==> src/rtl/if_fetch_queue.sv <==
// Instruction-fetch front end: sequential PC generation, pipelined req/gnt fetches,
// in-order response queue toward ID, and redirect flush with stale-response discard.
module if_fetch_queue #(
    parameter int unsigned     XLEN     = 64,
    parameter int unsigned     ILEN     = 32,
    parameter int unsigned     DEPTH    = 2,
    parameter logic [XLEN-1:0] RESET_PC = 64'h8000_0000
) (
    input  logic            clk,
    input  logic            rst,
    input  logic            is_jump_i,
    input  logic [XLEN-1:0] pc_jump_i,
    output logic            imem_req_o,
    output logic [XLEN-1:0] imem_addr_o,
    input  logic            imem_gnt_i,
    input  logic            imem_rvalid_i,
    input  logic [ILEN-1:0] imem_rdata_i,
    output logic            valid_o,
    input  logic            ready_i,
    output logic [XLEN-1:0] pc_o,
    output logic [ILEN-1:0] instr_o
);

    localparam int unsigned AW = $clog2(DEPTH);
    localparam int unsigned CW = AW + 1;

    typedef logic [CW-1:0] cnt_t;
    typedef logic [CW+1:0] sum_t;
    typedef logic [AW-1:0] ptr_t;

    localparam sum_t DEPTH_S = sum_t'(DEPTH);

    logic [XLEN-1:0] pc_fetch_q, pc_fetch_d;
    cnt_t            occ_q, occ_d;
    cnt_t            out_q, out_d;
    cnt_t            disc_q, disc_d;
    ptr_t            q_head_q, q_head_d;
    ptr_t            q_tail_q, q_tail_d;
    ptr_t            tag_rd_q, tag_rd_d;
    ptr_t            tag_wr_q, tag_wr_d;

    logic [XLEN-1:0] q_pc_q    [DEPTH];
    logic [ILEN-1:0] q_instr_q [DEPTH];
    logic [XLEN-1:0] tag_q     [DEPTH];

    logic            grant;
    logic            resp_drop;
    logic            resp_push;
    logic            pop;
    sum_t            credit_sum;
    logic [XLEN-1:0] jump_target;
    cnt_t            grant_c;
    cnt_t            push_c;
    cnt_t            pop_c;
    cnt_t            drop_c;
    cnt_t            rvalid_c;

    // Queued, in-flight and to-be-discarded fetches all consume a credit.
    assign credit_sum = {2'b00, occ_q} + {2'b00, out_q} + {2'b00, disc_q};

    assign imem_req_o  = !rst && !is_jump_i && (credit_sum < DEPTH_S);
    assign imem_addr_o = pc_fetch_q;
    assign grant       = imem_req_o && imem_gnt_i;

    assign resp_drop = imem_rvalid_i && (disc_q != '0);
    assign resp_push = imem_rvalid_i && (disc_q == '0) && !is_jump_i && !rst;

    assign valid_o = !rst && (occ_q != '0);
    assign pop     = valid_o && ready_i && !is_jump_i;

    assign pc_o    = valid_o ? q_pc_q[q_head_q]    : '0;
    assign instr_o = valid_o ? q_instr_q[q_head_q] : '0;

    assign jump_target = pc_jump_i & ~{{(XLEN-2){1'b0}}, 2'b11};

    assign grant_c  = {{(CW-1){1'b0}}, grant};
    assign push_c   = {{(CW-1){1'b0}}, resp_push};
    assign pop_c    = {{(CW-1){1'b0}}, pop};
    assign drop_c   = {{(CW-1){1'b0}}, resp_drop};
    assign rvalid_c = {{(CW-1){1'b0}}, imem_rvalid_i};

    always_comb begin
        pc_fetch_d = pc_fetch_q;
        occ_d      = occ_q;
        out_d      = out_q;
        disc_d     = disc_q;
        q_head_d   = q_head_q;
        q_tail_d   = q_tail_q;
        tag_rd_d   = tag_rd_q;
        tag_wr_d   = tag_wr_q;

        if (is_jump_i) begin
            // Every fetch still in flight becomes stale; a response arriving now retires one of them.
            pc_fetch_d = jump_target;
            occ_d      = '0;
            out_d      = '0;
            disc_d     = disc_q + out_q - rvalid_c;
            q_head_d   = '0;
            q_tail_d   = '0;
            tag_rd_d   = '0;
            tag_wr_d   = '0;
        end else begin
            if (grant) begin
                pc_fetch_d = pc_fetch_q + {{(XLEN-3){1'b0}}, 3'd4};
                tag_wr_d   = tag_wr_q + 1'b1;
            end
            if (resp_push) begin
                tag_rd_d = tag_rd_q + 1'b1;
                q_tail_d = q_tail_q + 1'b1;
            end
            if (pop) begin
                q_head_d = q_head_q + 1'b1;
            end
            out_d  = out_q + grant_c - push_c;
            disc_d = disc_q - drop_c;
            occ_d  = occ_q + push_c - pop_c;
        end
    end

    always_ff @(posedge clk) begin
        if (rst) begin
            pc_fetch_q <= RESET_PC;
            occ_q      <= '0;
            out_q      <= '0;
            disc_q     <= '0;
            q_head_q   <= '0;
            q_tail_q   <= '0;
            tag_rd_q   <= '0;
            tag_wr_q   <= '0;
        end else begin
            pc_fetch_q <= pc_fetch_d;
            occ_q      <= occ_d;
            out_q      <= out_d;
            disc_q     <= disc_d;
            q_head_q   <= q_head_d;
            q_tail_q   <= q_tail_d;
            tag_rd_q   <= tag_rd_d;
            tag_wr_q   <= tag_wr_d;
        end
    end

    // Storage needs no reset: occupancy and pointers define what is live.
    always_ff @(posedge clk) begin
        if (grant) begin
            tag_q[tag_wr_q] <= pc_fetch_q;
        end
        if (resp_push) begin
            q_pc_q[q_tail_q]    <= tag_q[tag_rd_q];
            q_instr_q[q_tail_q] <= imem_rdata_i;
        end
    end

endmodule

==> config.mk <==
export PLATFORM = sky130hd
export DESIGN_NAME = if_fetch_queue
export DESIGN_NICKNAME = d
export VERILOG_FILES = /design/src/rtl/if_fetch_queue.sv
export SDC_FILE = /design/constraint.sdc
export NUM_CORES = 1
export LEC_CHECK = 0
export CAP_MARGIN = 20
export CORE_ASPECT_RATIO = 0.7
export CORE_MARGIN = 2
export CORE_UTILIZATION = 48
export DETAILED_ROUTE_END_ITERATION = 10
export GPL_TIMING_DRIVEN = 0
export PLACE_DENSITY = 0.79
export SYNTH_ARGS = -nofsm -noshare
export SYNTH_HDL_FRONTEND = slang
export SYNTH_SLANG_ARGS = --single-unit
==> constraint.sdc <==
create_clock -name clk -period 6.63 [get_ports clk]
set_clock_uncertainty 0.15 [all_clocks]
set_input_delay 1.326 -clock clk [delete_from_list [all_inputs] [get_ports clk]]
set_output_delay 1.326 -clock clk [all_outputs]
set_load 0.005 [all_outputs]
## Yosys cells after proc, flatten, opt, wreduce, memory -nomap -nowiden

Memories as Yosys holds them, arrays and structs flattened. A register that Yosys moved wholly into a read port is not among the register bits.
Cells that the tools add are included.

- Word-level logic and storage cells: 59
- Input bits: 102
- RAM bits: 320
- Bits in registers: 74
- Output and inout bits: 162
- Memories: 3

- Add/subtract/negate cells: 14
- Magnitude comparators: 1
- Reductions and logical operators: 17
- Multiplexer cells: 15

Memory list:

| name | depth | bits a word | read ports | clocked after memory_dff | write ports | line | source |
|---|---|---|---|---|---|---|---|
| q_pc_q | 2 | 64 | 1 | 1 | 1 | 42 | `logic [XLEN-1:0] q_pc_q [DEPTH];` |
| tag_q | 2 | 64 | 1 | 1 | 1 | 44 | `logic [XLEN-1:0] tag_q [DEPTH];` |
| q_instr_q | 2 | 32 | 1 | 1 | 1 | 43 | `logic [ILEN-1:0] q_instr_q [DEPTH];` |

Operators with widths:

| operator | count |
|---|---|
| $mux W64 | 3 |
| $add A64 B3 Y64 const B | 1 |
| $mux W32 | 1 |
| $logic_and A1 B1 Y1 | 10 |
| $mux W1 | 10 |
| $sub A2 B1 Y2 | 4 |
| $reduce_bool A2 Y1 | 3 |
| $add A1 B1 Y1 const B | 4 |
| $add A2 B1 Y2 | 2 |
| $add A3 B2 Y4 | 1 |
| $lt A4 B2 Y1 const B | 1 |
| $add A2 B2 Y3 | 1 |
| $add A2 B2 Y2 | 1 |
| $logic_not A1 Y1 | 2 |
| $logic_not A2 Y1 | 1 |
| $mux W2 | 1 |
| $reduce_or A2 Y1 | 1 |

## Depth between registers and ports, before layout

- Word-level depth: 7
- Gate-level depth with buffers: 17
- Depth with buffers taken out: 13

## Least setup slack after synthesis

Ideal clock, no wire load.

- Path kind: in2reg
- From: input rst
- To: memory q_instr_q[0][0], enable pin
- Cell stages on the path: 4
- Data required time: 5.932 ns
- Path buffers: 1
- Arrival time: 5.820 ns
- Slack: 0.112 ns
- Setup time: 0.548 ns
- Path through: clkbuf_1 nor2_1 nand2_1 nor2_1

- Longest elaborated chain between the ends: 4

Ends and longest elaborated chain:

| what | line | source |
|---|---|---|
| start, declared | 10 | `input logic rst,` |
| $logic_not A1 Y1 | 66 | `assign resp_push = imem_rvalid_i && (disc_q == '0) && !is_jump_i && !rst;` |
| $logic_and A1 B1 Y1 | 66 |  |
| $mux W1 | 147 | `if (resp_push) begin` |
| $mux W1 (implied by the code) | 149 | `q_instr_q[q_tail_q] <= imem_rdata_i;` |
| end, declared | 43 |  |

No other way between the ends.

## Worst setup path after layout

- From: input rst
- To: output pc_o[55]

- Longest elaborated chain between the ends: 3

Ends and longest elaborated chain:

| what | line | source |
|---|---|---|
| $logic_not A1 Y1 | 68 | `assign valid_o = !rst && (occ_q != '0);` |
| $logic_and A1 B1 Y1 | 68 |  |
| $mux W64 | 71 | `assign pc_o = valid_o ? q_pc_q[q_head_q] : '0;` |
| end, declared | 20 | `output logic [XLEN-1:0] pc_o,` |

No other way between the ends.

==> results.ini <==
[critical_path]
critPathLaunchType=input pin
crit_chain=clkbuf_1, inv_1, o21ai_1, clkbuf_1, buf_1, nor2_1, clkdlybuf4s50_1
timing.rr.end=tag_q[0][39]
crit_cells=7
crit_end=pc_o[55]
crit_path_max_incr_delay_ns=0.66
startpoint=rst
reg2reg_from=occ_q[1]
slowest_stage=o21ai_1
worstPathArrival_ns=4.05
endpoint_kind=primary output
crit_buf_inv=5
cp_common_cell=clkbuf_1
cp_max_fo=10
required_ns=5.15
r2r_cells=13
critPathKind=input pin to primary output
rrSetupSlack_ns=1.16
worst_path_dominant_cell_family=buffers and inverters

[grt]
antenna_found_initial=3
grt_pass1_wl_um=64500
grt_pass1_vias=11000
grtUsageTotal=0.248
overflow=0
grt_max_degree=64

[cts]
worstSkewPairLatency_ns=0.55
root_buffer=clkbuf_16
numCtsBuffers=38
cts_sinks=386
cts.path.max_buffers=3
post_cts_buffers=0
clk_pin_slew_ns=0.06
cts_max_level=2
cts_resized=0
ctsHoldBuffers=0
cts_tree=yes

[sta]
slew_violations=0
setup_viol=0
holdWs_ns=0.334
max_freq_mhz=181
min_period_ns=5.53
worst_slew_pin_slew_ns=1.19
grt_setup_unrepaired=no
worst_slack_ns=1.10
period_share=0.833
hold_viol_final=0
max_slew_margin=0.200

[yosys]
yosysWarnings=0
synth_commonest_cells=312 x edfxtp_1, 154 x nor2_1, 101 x mux2i_1
yosysSeqAreaShare=0.680
synth_cell_type_count=58
syn_avg_cell_area_um2=13.4
synth_edf_count=312
synth_cells=1188
synth_top_area_cell=edfxtp_1
async_reset_ff_frac=0
yosys.area.top_type_share=0.587
synth_ff_type=edfxtp_1
ys_ff_latch=386
netlist_area_um2=16000
synth_area_leaders=edfxtp_1 59%, dfxtp_1 9.3%, mux2i_1 6.3%, mux2_2 4.4%, nor2_1 3.6%
yosysMostFrequentCell=edfxtp_1

[floorplan]
die_height_um=157
initial_core_util=0.491
die_x_um=222
rows=55
core_um2=32600
io_pins=264
dieArea_um2=34800

[power_and_ir_drop]
ir_drop_uv=197
seqPwrFrac=0.528
p_leak_nw=6.59
power.density_nw_per_um2=258
p_int_mw=4.09
power.total_mw=5.28
swShare=0.226
p_switching_mw=1.19
clkPwrFrac=0.389
p_comb_frac=0.082

[route]
via_per_inst=5.77
drt_first_iter_violations=1339
wl_per_cell_um=22.4
ant_nets=0
dr.pass1.iters=7
wirelength_um=43700
drc=0
vias=11300

[finish]
stdcell_count=1951
syn_to_final_growth_pct=28.0
fin_nets=1607
drive_gt1_frac=0.0906

[placed_design]
hpwl_um=30900
dp_slack_ns=0.814
dpl.cell_count=1881
port_buffers=256
gp_congestion=0.932

[worst_hold_path]
hold_class=register to register

[status]
outcome=finished clean

[job]
maxCapViolations=0

## state kept, by name, indices dropped and copies added, names as in the netlist, named ones only
register	count
tag_wr_q	1
tag_rd_q	1
q_instr_q	64
q_tail_q	1
occ_q	2
q_pc_q	124
q_head_q	1
disc_q	2
out_q	2
tag_q	124
imem_addr_o	62
## cells in the final DEF (no fill, tap or decap), types with 15 or more instances in the layout
cell type / instances
clkdlybuf4s50_1: 256
nand3_1: 26
mux2i_1: 101
a21oi_1: 42
xnor2_1: 15
mux2_2: 62
clkbuf_16: 39
edfxtp_1: 312
nor4_1: 16
nand2_1: 61
a31oi_1: 30
nand4_1: 23
o21ai_0: 30
dfxtp_1: 74
clkbuf_1: 65
inv_1: 18
xor2_1: 15
and2_1: 18
nor2_1: 152
## metrics by stage
| stage | utilization | instance area [um2] | setup TNS, ns |
|---|---|---|---|
| 2_1_floorplan | - | 16000 | 0 |
| 3_3_place_gp | 0.586 | 19100 | -491.15 |
| 3_5_place_dp | 0.592 | 19300 | 0 |
| 4_1_cts | 0.628 | 20400 | 0 |
| 5_1_grt | 0.628 | 20400 | 0 |
| 6_report | 0.628 | 20400 | 0 |
## layout make-up
type / instances / area [um2]
clock inverters: 19 / 150
multi-input cells: 714 / 4790
flip-flops and latches: 386 / 10900
plain buffers: 72 / 294
clock buffers: 50 / 1020
repair buffers: 263 / 2730
well taps: 427 / 534
diodes: 1 / 2.50
fillers: 2474 / 12100
inverters: 19 / 71.3
## worst min-delay path by stage
stage,start,to,slack [ns],cells past startpoint
3_5_place_dp,imem_addr_o[34],tag_q[0][34],0.33,0
2_1_floorplan,imem_addr_o[18],tag_q[0][18],0.32,0
5_1_grt,imem_addr_o[34],tag_q[0][34],0.36,0
3_3_place_gp,imem_addr_o[34],tag_q[1][34],0.31,0
6_report,imem_addr_o[34],tag_q[0][34],0.33,0
4_1_cts,imem_addr_o[34],tag_q[0][34],0.34,0
## cell families (layout without fill, tap and decap cells)
kind of cell,after synthesis,in the layout,share of synthesized area
flip-flops,386,386,0.680
AND/OR/NAND/NOR,356,356,0.107
multiplexers,163,163,0.107
AO/OA/AOI/OAI,150,150,0.0578
buffers and inverters,91,423,0.0229
XOR/XNOR,30,30,0.0165
adder cells (fa/ha/maj),11,11,0.00909
other,1,5,0.000235
## power groups by stage
stage	Combinational (mW)	Sequential, mW	Clock [mW]
floorplan	0.205	2.82	0
global placement	0.407	2.85	0
detailed placement	0.429	2.84	0
CTS	0.433	2.79	2.08
global route	0.466	2.80	2.16
finish	0.435	2.79	2.05
## routing by layer
metal	wire, um	vias to the layer above	track usage
met5	17	-	0
met3	4300	93	0.0503
li1	-	5066	-
met1	18500	5491	0.353
met2	19500	611	0.379
met4	1380	2	0.0920
No activity file was read; power rests on OpenSTA's default activity.
